**config.mk**
```make
export PLATFORM = sky130hd
export DESIGN_NAME = cordic_rot_iter
export DESIGN_NICKNAME = d
export VERILOG_FILES = /design/src/rtl/cordic_rot_iter.sv
export SDC_FILE = /design/constraint.sdc
export NUM_CORES = 1
export LEC_CHECK = 0
export CAP_MARGIN = 0
export CORE_MARGIN = 2
export CORE_UTILIZATION = 35
export CTS_BUF_LIST = sky130_fd_sc_hd__clkbuf_8 sky130_fd_sc_hd__clkbuf_16
export CTS_CLUSTER_DIAMETER = 120
export DETAILED_ROUTE_END_ITERATION = 6
export GPL_ROUTABILITY_DRIVEN = 0
export SETUP_SLACK_MARGIN = 0.2
export SYNTH_ARGS = -nofsm -noshare
export SYNTH_HDL_FRONTEND = slang
export SYNTH_SLANG_ARGS = --single-unit
```
**constraint.sdc**
```tcl
create_clock -name clk -period 5.5 [get_ports clk]
set_clock_uncertainty 0.2 [all_clocks]
set_input_delay 0.825 -clock clk [delete_from_list [all_inputs] [get_ports clk]]
set_output_delay 0.825 -clock clk [all_outputs]
set_load 0.03 [all_outputs]
```
**src/rtl/cordic_rot_iter.sv**
```systemverilog
// Iterative CORDIC rotation engine: binary angle in, cosine/sine out, one micro-rotation per clock.
// Optional: define CORDIC_GAIN_COMP_EN to pre-scale x0 by 1/K so results come out at unit amplitude.
module cordic_rot_iter #(
  parameter int WIDTH = 16,
  parameter int ITER  = 14
) (
  input  logic             clk,
  input  logic             rst_n_in,
  input  logic             start_in,
  input  logic [WIDTH-1:0] angle_in,
  output logic             ready_out,
  output logic             valid_out,
  output logic [WIDTH-1:0] cos_out,
  output logic [WIDTH-1:0] sin_out
);

  localparam int XW = WIDTH + 2;
  localparam int CW = $clog2(WIDTH);
  localparam logic [WIDTH-1:0] QTR = WIDTH'(1 << (WIDTH - 2));

`ifdef CORDIC_GAIN_COMP_EN
  localparam longint X0_L = (64'd6072529 * (64'd1 << (WIDTH - 2)) + 64'd5000000) / 64'd10000000;
`else
  localparam longint X0_L = 64'd1 << (WIDTH - 2);
`endif
  localparam logic signed [XW-1:0] X0 = XW'(X0_L);

  typedef enum logic [1:0] {IDLE, RUN, DONE} state_t;

  state_t                 state_q, state_d;
  logic [CW-1:0]          cnt_q, cnt_d;
  logic signed [XW-1:0]   x_q, x_d, y_q, y_d;
  logic signed [WIDTH-1:0] z_q, z_d;
  logic [WIDTH-1:0]       cos_q, cos_d, sin_q, sin_d;
  logic                   valid_q, valid_d, ready_q, ready_d;

  // Table is in 2^16-per-turn units; rescale to WIDTH bits rounding half up.
  function automatic logic [WIDTH-1:0] atan_lut(input logic [CW-1:0] i);
    int v;
    v = 0;
    case (int'(i))
      0:  v = 8192;
      1:  v = 4836;
      2:  v = 2555;
      3:  v = 1297;
      4:  v = 651;
      5:  v = 326;
      6:  v = 163;
      7:  v = 81;
      8:  v = 41;
      9:  v = 20;
      10: v = 10;
      11: v = 5;
      12: v = 3;
      13: v = 1;
      14: v = 1;
      default: v = 0;
    endcase
    v = (((v << 1) >>> (16 - WIDTH)) + 1) >>> 1;
    return WIDTH'(v);
  endfunction

  function automatic logic [WIDTH-1:0] sat(input logic signed [XW-1:0] v);
    logic signed [XW-1:0] hi, lo;
    hi = {3'b000, {(WIDTH-1){1'b1}}};
    lo = {3'b111, {(WIDTH-1){1'b0}}};
    if (v > hi)      return {1'b0, {(WIDTH-1){1'b1}}};
    else if (v < lo) return {1'b1, {(WIDTH-1){1'b0}}};
    else             return v[WIDTH-1:0];
  endfunction

  logic                    d_pos;
  logic signed [XW-1:0]    x_sh, y_sh, x_n, y_n;
  logic signed [WIDTH-1:0] atan_i, z_n;

  always_comb begin
    d_pos  = ~z_q[WIDTH-1];
    x_sh   = x_q >>> cnt_q;
    y_sh   = y_q >>> cnt_q;
    atan_i = $signed(atan_lut(cnt_q));
    x_n    = d_pos ? x_q - y_sh : x_q + y_sh;
    y_n    = d_pos ? y_q + x_sh : y_q - x_sh;
    z_n    = d_pos ? z_q - atan_i : z_q + atan_i;
  end

  always_comb begin
    // NOTE: every _d gets a default up front so no path through the case infers a latch.
    state_d = state_q;
    cnt_d   = cnt_q;
    x_d     = x_q;
    y_d     = y_q;
    z_d     = z_q;
    cos_d   = cos_q;
    sin_d   = sin_q;
    valid_d = 1'b0;
    case (state_q)
      IDLE: begin
        if (start_in) begin
          cnt_d   = '0;
          state_d = RUN;
          // Fold quadrants 01/10 by a +-90 degree pre-rotation so z stays within +-90.
          case (angle_in[WIDTH-1 -: 2])
            2'b01: begin
              x_d = '0;
              y_d = X0;
              z_d = $signed(angle_in - QTR);
            end
            2'b10: begin
              x_d = '0;
              y_d = -X0;
              z_d = $signed(angle_in + QTR);
            end
            default: begin
              x_d = X0;
              y_d = '0;
              z_d = $signed(angle_in);
            end
          endcase
        end
      end
      RUN: begin
        x_d   = x_n;
        y_d   = y_n;
        z_d   = z_n;
        cnt_d = cnt_q + 1'b1;
        if (cnt_q == CW'(ITER - 1)) begin
          cos_d   = sat(x_n);
          sin_d   = sat(y_n);
          valid_d = 1'b1;
          state_d = DONE;
        end
      end
      DONE:    state_d = IDLE;
      default: state_d = IDLE;
    endcase
    ready_d = (state_d == IDLE);
  end

  always_ff @(posedge clk or negedge rst_n_in) begin
    if (!rst_n_in) begin
      state_q <= IDLE;
      cnt_q   <= '0;
      x_q     <= '0;
      y_q     <= '0;
      z_q     <= '0;
      cos_q   <= '0;
      sin_q   <= '0;
      valid_q <= 1'b0;
      ready_q <= 1'b1;
    end else begin
      // NOTE: non-blocking so every flop samples the pre-edge values of its neighbours.
      state_q <= state_d;
      cnt_q   <= cnt_d;
      x_q     <= x_d;
      y_q     <= y_d;
      z_q     <= z_d;
      cos_q   <= cos_d;
      sin_q   <= sin_d;
      valid_q <= valid_d;
      ready_q <= ready_d;
    end
  end

  assign ready_out = ready_q;
  assign valid_out = valid_q;
  assign cos_out   = cos_q;
  assign sin_out   = sin_q;

endmodule

```
Word-level counts from Yosys, hierarchy flattened
Memory sizes are Yosys's and may differ from the RTL's.
Index checks and enable logic that the tools add are counted.
{"block": "op_classes", "add_sub_neg": 10, "multipliers": 0, "n_div": 0, "n_lt_le_gt_ge": 4, "eq_ne": 5, "shift": 2, "n_mux": 23, "bitwise": 0, "reduce_logical": 6}
{"operator": "case mux 18 bit (2 select lines)", "count": 3}
{"operator": "two-way mux 16 bit", "count": 6}
{"operator": "two-way mux 18 bit", "count": 4}
{"operator": "case mux 16 bit (2 select lines)", "count": 2}
{"operator": "adder 18 bit", "count": 2}
{"operator": "> comparator 18 x 16 -> 1 bit, second input constant", "count": 2}
{"operator": "< comparator 18 x 16 -> 1 bit, second input constant", "count": 2}
{"operator": ">>> shifter 18 x 4 -> 18 bit", "count": 2}
{"operator": "subtractor 18 bit", "count": 2}
{"operator": "adder 17 x 2 -> 17 bit, second input constant", "count": 1}
{"operator": "adder 16 x 15 -> 16 bit, second input constant", "count": 1}
{"operator": "adder 16 bit", "count": 1}
{"operator": "subtractor 16 x 15 -> 16 bit, second input constant", "count": 1}
{"operator": "subtractor 16 bit", "count": 1}
{"operator": "two-way mux 15 bit", "count": 1}
{"operator": "case mux 4 bit (2 select lines)", "count": 1}
{"operator": "adder 4 x 1 -> 4 bit, second input constant", "count": 1}
{"operator": "== test 2 x 1 -> 1 bit, second input constant", "count": 2}
{"operator": "== test 4 bit, second input constant", "count": 1}
{"operator": "zero test 2 bit", "count": 2}
{"operator": "two-way mux 2 bit", "count": 2}
{"operator": "two-way mux 4 bit", "count": 1}
{"operator": "case mux 2 bit (2 select lines)", "count": 1}
{"operator": "AND reduction 2 bit", "count": 2}
{"operator": "other kinds (5)", "count": 6}
{"block": "totals", "regBits": 92, "latch_bits": 0, "ramBits": 0, "romBits": 224, "input_bits": 19, "out_inout_bits": 34, "wordCells": 60, "mem_count": 1}
{"memory": "(name not given)", "words": 16, "width": 14, "read_ports": 1, "rd_clocked_by_memory_dff": 0, "wr": 0, "line": "41", "text": "case (int'(i))"}

Depth between registers and ports, before layout
Gate-level depths: netlist of the first run.
{"block": "logic_depth", "ltp_word": 6, "depth_mapped": 24, "ltp_nobuf": 19}

Worst setup path before layout of the first run
Ideal clock, no wire load.
{"block": "synth_timing", "path_type": "register to register", "from": "reg cnt_q[0]", "to": "reg cos_q[12] (netlist: cos_out[12])", "setup_ns": 0.126, "arrival_time_ns": 4.823, "required_time_ns": 5.174, "path_slack_ns": 0.351, "stages_incl_launch_ff": 21, "n_path_buf": 4, "synth_period_minus_slack_ns": 5.149, "cell_sequence": "dfrtp_1 > buf_4 > buf_6 > buf_6 > mux4_2 > a22o_1 > a31oi_1 > ha_1 > and2_1 > a21oi_1 > xnor2_1 > ha_1 > a211o_1 > o31ai_1 > o31a_1 > a211oi_1 > a31o_2 > xnor2_2 > a21oi_4 > buf_6 > a221o_1"}
{"block": "synth_between", "elab_chain_cells": 6, "word_cells_on_any_way": 10, "cone_classes": "add/sub (2); order compare (2); eq/ne (1); shift (1); mux (3); reduce/logical (1)"}
{"element": "start, declared", "line": "31", "text": "logic [CW-1:0] cnt_q, cnt_d;"}
{"element": "start signal, assigned", "line": "153", "text": "cnt_q <= cnt_d;"}
{"element": ">>> shifter 18 x 4 -> 18 bit", "line": "79", "text": "y_sh = y_q >>> cnt_q;"}
{"element": "subtractor 18 bit / adder 18 bit (equally long branches)", "line": "81", "text": "x_n = d_pos ? x_q - y_sh : x_q + y_sh;"}
{"element": "two-way mux 18 bit", "line": "81"}
{"element": "< comparator 18 x 16 -> 1 bit", "line": "68", "text": "else if (v < lo) return {1'b1, {(WIDTH-1){1'b0}}};"}
{"element": "two-way mux 16 bit", "line": "68"}
{"element": "two-way mux 16 bit", "line": "67", "text": "if (v > hi) return {1'b0, {(WIDTH-1){1'b1}}};"}
{"element": "end signal, assigned", "line": "157", "text": "cos_q <= cos_d;"}
{"element": "end, declared", "line": "34", "text": "logic [WIDTH-1:0] cos_q, cos_d, sin_q, sin_d;"}
Parallel ways exist; a longest one is shown, timed or not.
A chain may end at the register's enable or synchronous reset.

Worst setup path after layout of the first run
{"block": "layout_timing", "from": "reg cnt_q[0]", "to": "reg sin_q[7] (netlist: sin_out[7])"}
{"block": "layout_between", "elab_chain_cells": 6, "word_cells_on_any_way": 10, "cone_classes": "add/sub (2); order compare (2); eq/ne (1); shift (1); mux (3); reduce/logical (1)"}
{"element": ">>> shifter 18 x 4 -> 18 bit", "line": "78", "text": "x_sh = x_q >>> cnt_q;"}
{"element": "adder 18 bit / subtractor 18 bit (equally long branches)", "line": "82", "text": "y_n = d_pos ? y_q + x_sh : y_q - x_sh;"}
{"element": "two-way mux 18 bit", "line": "82"}
{"element": "< comparator 18 x 16 -> 1 bit", "line": "68"}
{"element": "two-way mux 16 bit", "line": "68"}
{"element": "two-way mux 16 bit", "line": "67"}
{"element": "end signal, assigned", "line": "158", "text": "sin_q <= sin_d;"}
{"element": "end, declared", "line": "34"}
Parallel ways exist; a longest one is shown, timed or not.

==> run summary, run 1 <==
CP endpoint -> sin_out[7]$_DFFE_PN0P_
CP arrival -> 5.20 ns
Layout Cells excl Fill -> 1433
distinct cell type count of the synthesized netlist -> 83
commonest non-fill, non-tap cell in the layout -> dfrtp_1
CP startpoint -> cnt_q[0]$_DFFE_PN0P_
fillers -> 2439
global route overflow -> 0
Async S/R FF share, synth -> 1.00
slowest stage delay, CP -> 0.48 ns
sequential area share after synthesis -> 0.254
Synthesized Nets -> 1079
number of global-route vias before repair -> 8071
Initial Util -> 0.358
TritonRoute pass-1 iters -> 6
fin nets -> 1180
Crit-path slowest cell -> dfrtp_2
setup tns final -> 0 ns
worst reg2reg path startpoint -> cnt_q[0]$_DFFE_PN0P_
clock buffer count from CTS -> 9
# clock sinks -> 92
Design Area, Final -> 11000 um^2
die height -> 165 um
DRT antenna net count -> 0
I/O pin count -> 53
RR Endpoint -> sin_out[7]$_DFFE_PN0P_
Setup CP Type -> reg -> reg
total wire length -> 29.1 mm
# diodes -> 0
Levels on crit path -> 20
largest net degree at the start of global routing -> 51
via/cell ratio -> 5.95
final core occ -> 0.434
DRT iter0 DRCs -> 752
Tmin final -> 5.15 ns
critical path cell sequence -> buf_4 -> buf_4 -> mux4_2 -> mux2i_1 -> mux2_2 -> ha_1 -> and2_2 -> a31oi_1 -> xor2_1 -> ha_1 -> a211o_1 -> a31oi_1 -> a211oi_2 -> buf_4 -> nor2_2 -> xnor2_1 -> a21oi_1 -> o211a_1 -> buf_12 -> a221o_1
Worst-Skew Late Latency -> 0.37 ns
fmax -> 0.194 GHz
register bit count reported by yosys -> 92
most frequent cells in the layout -> 89 x dfrtp_1, 86 x buf_4, 76 x nor2_1
Placed Instances -> 1399
CP dominant cell by count -> buf_4
FP Rows -> 58
Placement Cell Area -> 10400 um^2
total of max-cap violations -> 0
post-synth design cell area -> 9060 um^2
Slew Viols, Final -> 0
final worst path period share -> 0.937
Area Overhead vs Synth -> 21.2%
post-synthesis cell count -> 997
initial antenna violation count -> 0
Residual DRC -> 0
final setup fails -> 0
Die Footprint -> 27200 um^2
Global Route Usage Sum -> 0.215
Post-synth EDFFs -> 0
Worst EP required -> 5.54 ns
Hold-fix buffers, CTS -> 0
CP bufs+invs -> 4
Worst Setup End Kind -> flip-flop
Detail Placement HPWL -> 21.1 mm
CP Launch Type -> flip-flop
critical path's top delay family -> compound AO/OA/AOI/OAI gates
final hold vios -> 0
status -> finished clean
FF-to-FF path depth -> 20
worst slew pin tran -> 0.926 ns
first-pass GRT wire length -> 45.3 mm
Slew headroom -> 0.381
die width -> 165 um
mean post-synth cell area -> 9.09 um^2
Clock Path Buffers -> 2
Vias -> 8523
Post-synth top flop -> dfrtp_1
Root Driver -> clkbuf_16
Max FO, Critical Path -> 13
Core ar. -> 25300 um^2
min-delay worst type -> in -> async
H-tree depth -> 3
layout cell share with drive strength beyond 1 -> 0.184
Worst-path clk slew -> 0.08 ns
# port buffers -> 52
RSZ-0062 raised after global routing -> no
CTS tree -> yes
reg2reg setup slack -> 0.35 ns
routed len/inst -> 20.3 um
Ys Warns -> 0
[area by class of cell]
cell class | count | area, um^2 | share of cell area
Inverter | 30 | 113 | 0.0102
Sequential cell | 92 | 2310 | 0.210
Timing Repair Buffer | 148 | 1360 | 0.123
Tap cell | 330 | 413 | 0.0376
Multi-Input combinational cell | 817 | 6480 | 0.590
Clock inverter | 6 | 77.6 | 0.00706
Clock buffer | 10 | 239 | 0.0217
[per-layer routing]
layer / GRT usage / part of all wire / vias up
met4: 0.0589 / 0.022 / 0
li1: - / - / 4000
met5: 0.00947 / 0 / -
met2: 0.343 / 0.46 / 323
met1: 0.296 / 0.45 / 4153
met3: 0.0417 / 0.069 / 47
[metrics by stage]
| stage | setup WS [ns] | hold WS [ns] |
|---|---|---|
| after CTS | 0.207 | 0.301 |
| after global routing | 0.172 | 0.320 |
| after global placement | 0.183 | 0.273 |
| after detailed placement | 0.0860 | 0.280 |
| final | 0.347 | 0.284 |
| after floorplan | 0.351 | 0.256 |
[what timing repair did]
action	4_1_cts	5_1_grt
buffers inserted	7	10
gates cloned	0	1
pin swaps	2	7
endpoints found under the setup margin	27	34
resized for setup	0	30
[synthesized netlist by cell type (4+ instances only)]
library cell	n	area, um^2
a211o_1	4	35.0
a211oi_1	11	82.6
a21o_1	16	120
a21oi_1	70	350
a221o_1	28	280
a22o_1	33	289
a22oi_1	13	97.6
a31o_2	5	43.8
a31oi_1	17	106
and2_1	12	75.1
and3_1	10	62.6
buf_1	6	22.5
buf_2	12	60.1
buf_6	5	56.3
clkbuf_1	33	124
dfrtp_1	91	2280
ha_1	60	751
inv_1	28	105
mux2_1	5	56.3
mux2_2	14	158
mux2i_1	29	290
mux4_2	25	563
nand2_1	60	225
nand2b_1	17	106
nand3_1	10	50.1
nor2_1	78	293
nor2b_1	12	75.1
nor3_1	16	80.1
nor3b_1	4	30.0
nor4_1	4	25.0
o211ai_1	6	45.0
o21a_1	19	143
o21ai_0	58	290
o21bai_1	7	52.6
o221ai_1	6	52.6
o22a_1	5	43.8
o22ai_1	8	50.1
o31a_1	4	35.0
o31ai_1	6	45.0
or2_2	6	37.5
xnor2_1	47	412
xor2_1	31	272
[state kept, by name, indices dropped and copies added, names as in the netlist]
| signal | flops |
|---|---|
| valid_out | 1 |
| cnt_q | 4 |
| state_q | 2 |
| ready_out | 1 |
| cos_out | 16 |
| x_q | 18 |
| sin_out | 16 |
| y_q | 18 |
| z_q | 16 |
[cells by family after synthesis]
logic type / after synthesis / synth area share
DFF: 92 / 0.254
AOI/OAI and AO/OA: 354 / 0.279
muxes: 76 / 0.125
and+or+nand+nor: 245 / 0.131
buffers and inverters: 88 / 0.0439
xor gates and xnor gates: 79 / 0.0772
adders and majority gates: 63 / 0.0894
[how the worst min path moves through the flow]
stage                             from                      end  cells past startpoint
6_report                      rst_n_in       z_q[7]$_DFFE_PN0P_                      1
5_1_grt        cos_out[10]$_DFFE_PN0P_  cos_out[10]$_DFFE_PN0P_                      1
4_1_cts             z_q[0]$_DFFE_PN0P_       z_q[0]$_DFFE_PN0P_                      2
3_5_place_dp   sin_out[15]$_DFFE_PN0P_  sin_out[15]$_DFFE_PN0P_                      2
3_3_place_gp        z_q[0]$_DFFE_PN0P_       z_q[0]$_DFFE_PN0P_                      2
2_1_floorplan       z_q[0]$_DFFE_PN0P_       z_q[0]$_DFFE_PN0P_                      2
Power of run 1 is left out: the tool's default activity adds up to more than one toggle a clock period on the data nets, which glitch-free logic cannot reach.
==> run 2, diff against run 1 <==
Settings changed: CTS_CLUSTER_DIAMETER 120 to not set, GPL_ROUTABILITY_DRIVEN 0 to 1.
==> run summary, run 2 (synthesis results as in run 1) <==
via/cell ratio -> 5.92 (-0.45%)
I/O pin count -> 53 (unchanged)
RSZ-0062 raised after global routing -> yes
Slew headroom -> 0.401 (+0.0193)
final worst path period share -> 0.977 (+0.0398)
final setup margin -> 0.128 ns (-0.219 ns)
worst slew pin tran -> 0.896 ns (-0.0299 ns)
Global Route Usage Sum -> 0.226 (+0.0111)
met2 Use GR -> 0.368 (+0.0245)
Vias -> 8662 (+1.6%)
pre-CTS setup slack -> 0.0855 ns (-0.000520 ns)
Register Area -> 2310 um^2 (+0.11%)
Worst-Skew Late Latency -> 0.37 ns (about the same)
routed len/inst -> 20.9 um (+2.9%)
total wire length -> 30.6 mm (+5.0%)
die width -> 165 um (unchanged)
Worst Setup End Kind -> flip-flop
Initial Util -> 0.358 (unchanged)
critical path's top delay family -> compound AO/OA/AOI/OAI gates
met1 usage -> 0.312 (+0.0156)
fin nets -> 1210 (+2.5%)
CP Launch Type -> flip-flop
setup tns final -> 0 ns (unchanged)
min-delay worst type -> reg -> reg
Root Driver -> clkbuf_16
fillers -> 2445 (+0.25%)
fmax -> 0.186 GHz (-4.1%)
final hold vios -> 0 (unchanged)
met3 usage -> 0.0407 (-0.00100)
DRT iter0 DRCs -> 827 (+10%)
# clock sinks -> 92 (unchanged)
Final GP Congestion -> 0.976
Clock Path Buffers -> 2 (unchanged)
Detail Placement HPWL -> 22.0 mm (+4.1%)
most frequent cells in the layout -> 109 x buf_4, 89 x dfrtp_1, 73 x nor2_1
global route overflow -> 0 (unchanged)
commonest non-fill, non-tap cell in the layout -> buf_4
Largest regs -> x_q x18, y_q x18
# diodes -> 0 (unchanged)
DRT antenna net count -> 0 (unchanged)
status -> finished clean
first-pass GRT wire length -> 47.4 mm (+4.5%)
final setup fails -> 0 (unchanged)
FP Rows -> 58 (unchanged)
Die Footprint -> 27200 um^2 (unchanged)
Crit-path slowest cell -> dfrtp_2
critical path cell sequence -> buf_12 -> mux2_4 -> mux4_2 -> a222oi_1 -> buf_4 -> nand4b_1 -> nor3_4 -> a21oi_2 -> xnor2_2 -> ha_1 -> a211o_1 -> nor3_2 -> a211oi_2 -> a31o_2 -> xnor2_4 -> buf_6 -> nor3_4 -> clkbuf_16 -> a221o_1
CTS tree -> yes
layout cell share with drive strength beyond 1 -> 0.222 (+0.0375)
Worst-path clk slew -> 0.07 ns (about the same)
# port buffers -> 52 (unchanged)
Worst EP required -> 5.55 ns (about the same)
largest net degree at the start of global routing -> 59 (+16%)
CP bufs+invs -> 4 (unchanged)
initial antenna violation count -> 0 (unchanged)
Slew Viols, Final -> 0 (unchanged)
Setup CP Type -> reg -> reg
Residual DRC -> 0 (unchanged)
TritonRoute pass-1 iters -> 5 (-1)
number of global-route vias before repair -> 8416 (+4.3%)
Area Overhead vs Synth -> 25.6%
Multi-input gate area -> 6580 um^2 (+1.5%)
die height -> 165 um (unchanged)
most used routing layer -> met2
Core ar. -> 25300 um^2 (unchanged)
total of max-cap violations -> 0 (unchanged)
CP dominant cell by count -> nor3_4
Tmin final -> 5.37 ns (+0.219 ns)
Max FO, Critical Path -> 7 (-6)
clock buffer count from CTS -> 9 (unchanged)
slowest stage delay, CP -> 0.51 ns (+0.03 ns)
CP arrival -> 5.42 ns (+0.22 ns)
H-tree depth -> 3 (unchanged)
## run 2: cell count changes in the layout (fill, tap and decap cells not counted), moves of 3 or more
| cell | before | now |
|---|---|---|
| nor2_1 | 76 | 73 |
| buf_4 | 86 | 109 |
| a21oi_2 | 2 | 7 |
| buf_6 | 3 | 7 |
| a21oi_1 | 68 | 63 |
| nor2_2 | 1 | 4 |
## run 2: final timing paths
check | startpoint | endpoint | slack (ns) | cells after the start
max | cnt_q[1]$_DFFE_PN0P_ | cos_out[4]$_DFFE_PN0P_ | 0.13 | 19
min | sin_out[15]$_DFFE_PN0P_ | sin_out[15]$_DFFE_PN0P_ | 0.30 | 2
max reg2reg | cnt_q[1]$_DFFE_PN0P_ | cos_out[4]$_DFFE_PN0P_ | 0.13 | 19
min reg2reg | sin_out[15]$_DFFE_PN0P_ | sin_out[15]$_DFFE_PN0P_ | 0.30 | 2
max in group asynchronous | rst_n_in | valid_out$_DFF_PN0_ | 3.79 | 2
min in group asynchronous | rst_n_in | z_q[7]$_DFFE_PN0P_ | 0.32 | 1
## run 2: through the flow
step                      hold slack, ns  instances  area, um^2  utilization
after floorplan                    0.256        997        9060            -
after global placement             0.274       1417       10500        0.415
after detailed placement           0.275       1417       10500        0.415
after CTS                          0.301       1441       11000        0.434
after global routing               0.318       1463       11400        0.450
final                              0.295       1463       11400        0.450
## run 2: repair_timing
action	CTS	global route
hold endpoints to repair	0	0
cloned	1	2
gates resized for setup	8	52
hold buffers	0	0
pin swaps	2	20
setup buffers	7	20
endpoints found under the setup margin	29	37
## run 2: area by class of cell
cell class | count | area share
well taps | 330 | 0.0363
clock inverters | 5 | 0.00593
repair buffers | 178 | 0.145
inverters | 30 | 0.00989
clock buffers | 11 | 0.0222
flip-flops and latches | 92 | 0.203
multi-input cells | 817 | 0.578
## run 2: routing by layer
| metal | wire (um) | vias to the layer above |
|---|---|---|
| li1 | - | 4073 |
| met1 | 14000 | 4237 |
| met2 | 14100 | 305 |
| met3 | 1880 | 47 |
| met4 | 606 | 0 |
| met5 | 0 | - |
## run 2: tightest hold or removal path: cells and delay by family (launching register included)
family	cells	cell delay, ns
compound gates	1	0.06
simple gates	1	0.05
flops	1	0.35
Power of run 2 is left out for the same reason.
==> run 3, diff against run 2 <==
Settings changed: CORE_UTILIZATION 35 to 56, PLACE_DENSITY set to 0.79, SLEW_MARGIN set to 20.
==> run summary, run 3 (synthesis results as in run 1) <==
status -> finished with violations
failing checks -> DRC
CP arrival -> 5.39 ns (-0.03 ns)
DRT iter0 DRCs -> 1349 (+63%)
Detail Placement HPWL -> 20.3 mm (-7.6%)
fmax -> 0.187 GHz (+0.37%)
CTS tree -> yes
I/O pin count -> 53 (unchanged)
Slew headroom -> 0.389 (-0.0116)
min-delay worst type -> in -> async
TritonRoute pass-1 iters -> 7 (+2)
critical path cell sequence -> buf_6 -> mux2_4 -> mux4_2 -> a222oi_1 -> buf_4 -> and2_4 -> nor3b_4 -> buf_4 -> nor2_1 -> xnor2_1 -> ha_1 -> a21o_1 -> a21oi_2 -> nand2b_1 -> o31a_1 -> a211oi_2 -> a31o_2 -> xnor2_4 -> buf_6 -> nor3_4 -> buf_12 -> a221o_1
Initial Util -> 0.573 (+0.215)
routed len/inst -> 21.8 um (+4.1%)
Setup CP Type -> reg -> reg
Worst-Skew Late Latency -> 0.36 ns (about the same)
Slew Viols, Final -> 0 (unchanged)
Root Driver -> clkbuf_16
metal2 WL -> 13.1 mm (-7.4%)
die height -> 131 um (-20%)
most frequent cells in the layout -> 96 x buf_4, 89 x dfrtp_1, 75 x nor2_1
# port buffers -> 52 (unchanged)
commonest non-fill, non-tap cell in the layout -> buf_4
final worst path period share -> 0.973 (-0.00360)
met3 routed WL -> 3.04 mm (+62%)
Max FO, Critical Path -> 13 (+6)
# diodes -> 0 (unchanged)
die width -> 131 um (-20%)
Residual DRC -> 22 (+22)
fin nets -> 1190 (-1.7%)
critical path's top delay family -> compound AO/OA/AOI/OAI gates
Vias -> 8943 (+3.2%)
clock buffer count from CTS -> 9 (unchanged)
Worst EP required -> 5.54 ns (about the same)
total of max-cap violations -> 0 (unchanged)
Largest regs -> x_q x18, y_q x18
first-pass GRT wire length -> 44.8 mm (-5.5%)
Placement Cell Area -> 10200 um^2 (-2.7%)
Global Route Usage Sum -> 0.325 (+0.0995)
largest net degree at the start of global routing -> 54 (-8.5%)
final hold vios -> 0 (unchanged)
# clock sinks -> 92 (unchanged)
FP Rows -> 46 (-21%)
RSZ-0062 raised after global routing -> yes
Worst-path clk slew -> 0.07 ns (about the same)
Met1 Wirelength -> 11.8 mm (-16%)
setup tns final -> 0 ns (unchanged)
Crit-path slowest cell -> dfrtp_2
Tmin final -> 5.35 ns (-0.0198 ns)
Design Area, Final -> 11000 um^2 (-3.3%)
global route overflow -> 0 (unchanged)
Core ar. -> 15800 um^2 (-38%)
H-tree depth -> 3 (unchanged)
CP Launch Type -> flip-flop
worst slew pin tran -> 0.913 ns (+0.0171 ns)
via/cell ratio -> 6.73 (+14%)
number of global-route vias before repair -> 8357 (-0.70%)
total wire length -> 28.9 mm (-5.5%)
Area Overhead vs Synth -> 21.5%
Die Footprint -> 17200 um^2 (-37%)
Worst Setup End Kind -> flip-flop
layout cell share with drive strength beyond 1 -> 0.200 (-0.0212)
DRT antenna net count -> 0 (unchanged)
Final GP Congestion -> 1.08 (+10%)
Clock Path Buffers -> 2 (unchanged)
slowest stage delay, CP -> 0.49 ns (-0.02 ns)
top sig layer -> met4
initial antenna violation count -> 0 (unchanged)
final setup fails -> 0 (unchanged)
CP bufs+invs -> 5 (+1)
## run 3: cell count changes in the layout (fill, tap and decap cells not counted), moves of 3 or more
cell     change
o21ai_0      +4
buf_4       -13
a21oi_1      +3
buf_6        -3
a21oi_2      -3
buf_12       -4
## run 3: worst register-to-register path, stage by stage (launching register included)
cell      delay (ns)
dfrtp_2         0.49
buf_6           0.14
mux2_4          0.29
mux4_2          0.48
a222oi_1        0.43
buf_4           0.20
and2_4          0.16
nor3b_4         0.22
buf_4           0.15
nor2_1          0.04
xnor2_1         0.16
ha_1            0.33
a21o_1          0.22
a21oi_2         0.15
nand2b_1        0.12
o31a_1          0.21
a211oi_2        0.10
a31o_2          0.29
xnor2_4         0.23
buf_6           0.14
nor3_4          0.04
buf_12          0.15
a221o_1         0.28
## run 3: per-stage QoR
stage / util / instances / worst slack (ns) / hold WS, ns
4_1_cts: 0.674 / 1310 / 0.220 / 0.273
5_1_grt: 0.696 / 1329 / -0.00452 / 0.294
6_report: 0.696 / 1329 / 0.148 / 0.257
2_1_floorplan: - / 997 / 0.351 / 0.256
3_5_place_dp: 0.645 / 1287 / -0.00614 / 0.285
3_3_place_gp: 0.645 / 1287 / 0.00886 / 0.273
## run 3: worst paths after layout
check | from | endpoint | slack [ns] | cells past startpoint
worst max-delay path | cnt_q[1]$_DFFE_PN0P_ | cos_out[9]$_DFFE_PN0P_ | 0.15 | 22
worst min-delay path | rst_n_in | z_q[7]$_DFFE_PN0P_ | 0.26 | 1
worst max register to register | cnt_q[1]$_DFFE_PN0P_ | cos_out[9]$_DFFE_PN0P_ | 0.15 | 22
worst min register to register | z_q[0]$_DFFE_PN0P_ | z_q[0]$_DFFE_PN0P_ | 0.30 | 2
max in group asynchronous | rst_n_in | cnt_q[0]$_DFFE_PN0P_ | 3.71 | 2
min in group clk | z_q[0]$_DFFE_PN0P_ | z_q[0]$_DFFE_PN0P_ | 0.30 | 2
## run 3: final cells by class
| class | count | area, um^2 |
|---|---|---|
| Clock buffer | 11 | 253 |
| Clock inverter | 5 | 106 |
| Fill cell | 1231 | 4810 |
| Inverter | 30 | 113 |
| Multi-Input combinational cell | 817 | 6560 |
| Sequential cell | 92 | 2310 |
| Tap cell | 216 | 270 |
| Timing Repair Buffer | 158 | 1410 |
## run 3: layer usage
| layer | GRT usage | up-vias |
|---|---|---|
| met5 | 0 | - |
| met4 | 0.107 | 0 |
| met3 | 0.0810 | 106 |
| met2 | 0.511 | 560 |
| met1 | 0.443 | 4258 |
| li1 | - | 4019 |
## run 3: repair_timing
item                       4_1_cts  5_1_grt
gates cloned                     0        2
resized for setup                7       36
pin swaps                        3       14
buffers inserted                 7       17
setup endpoints to repair       31       35
hold buffers                     0        0
Power of run 3 is left out for the same reason.
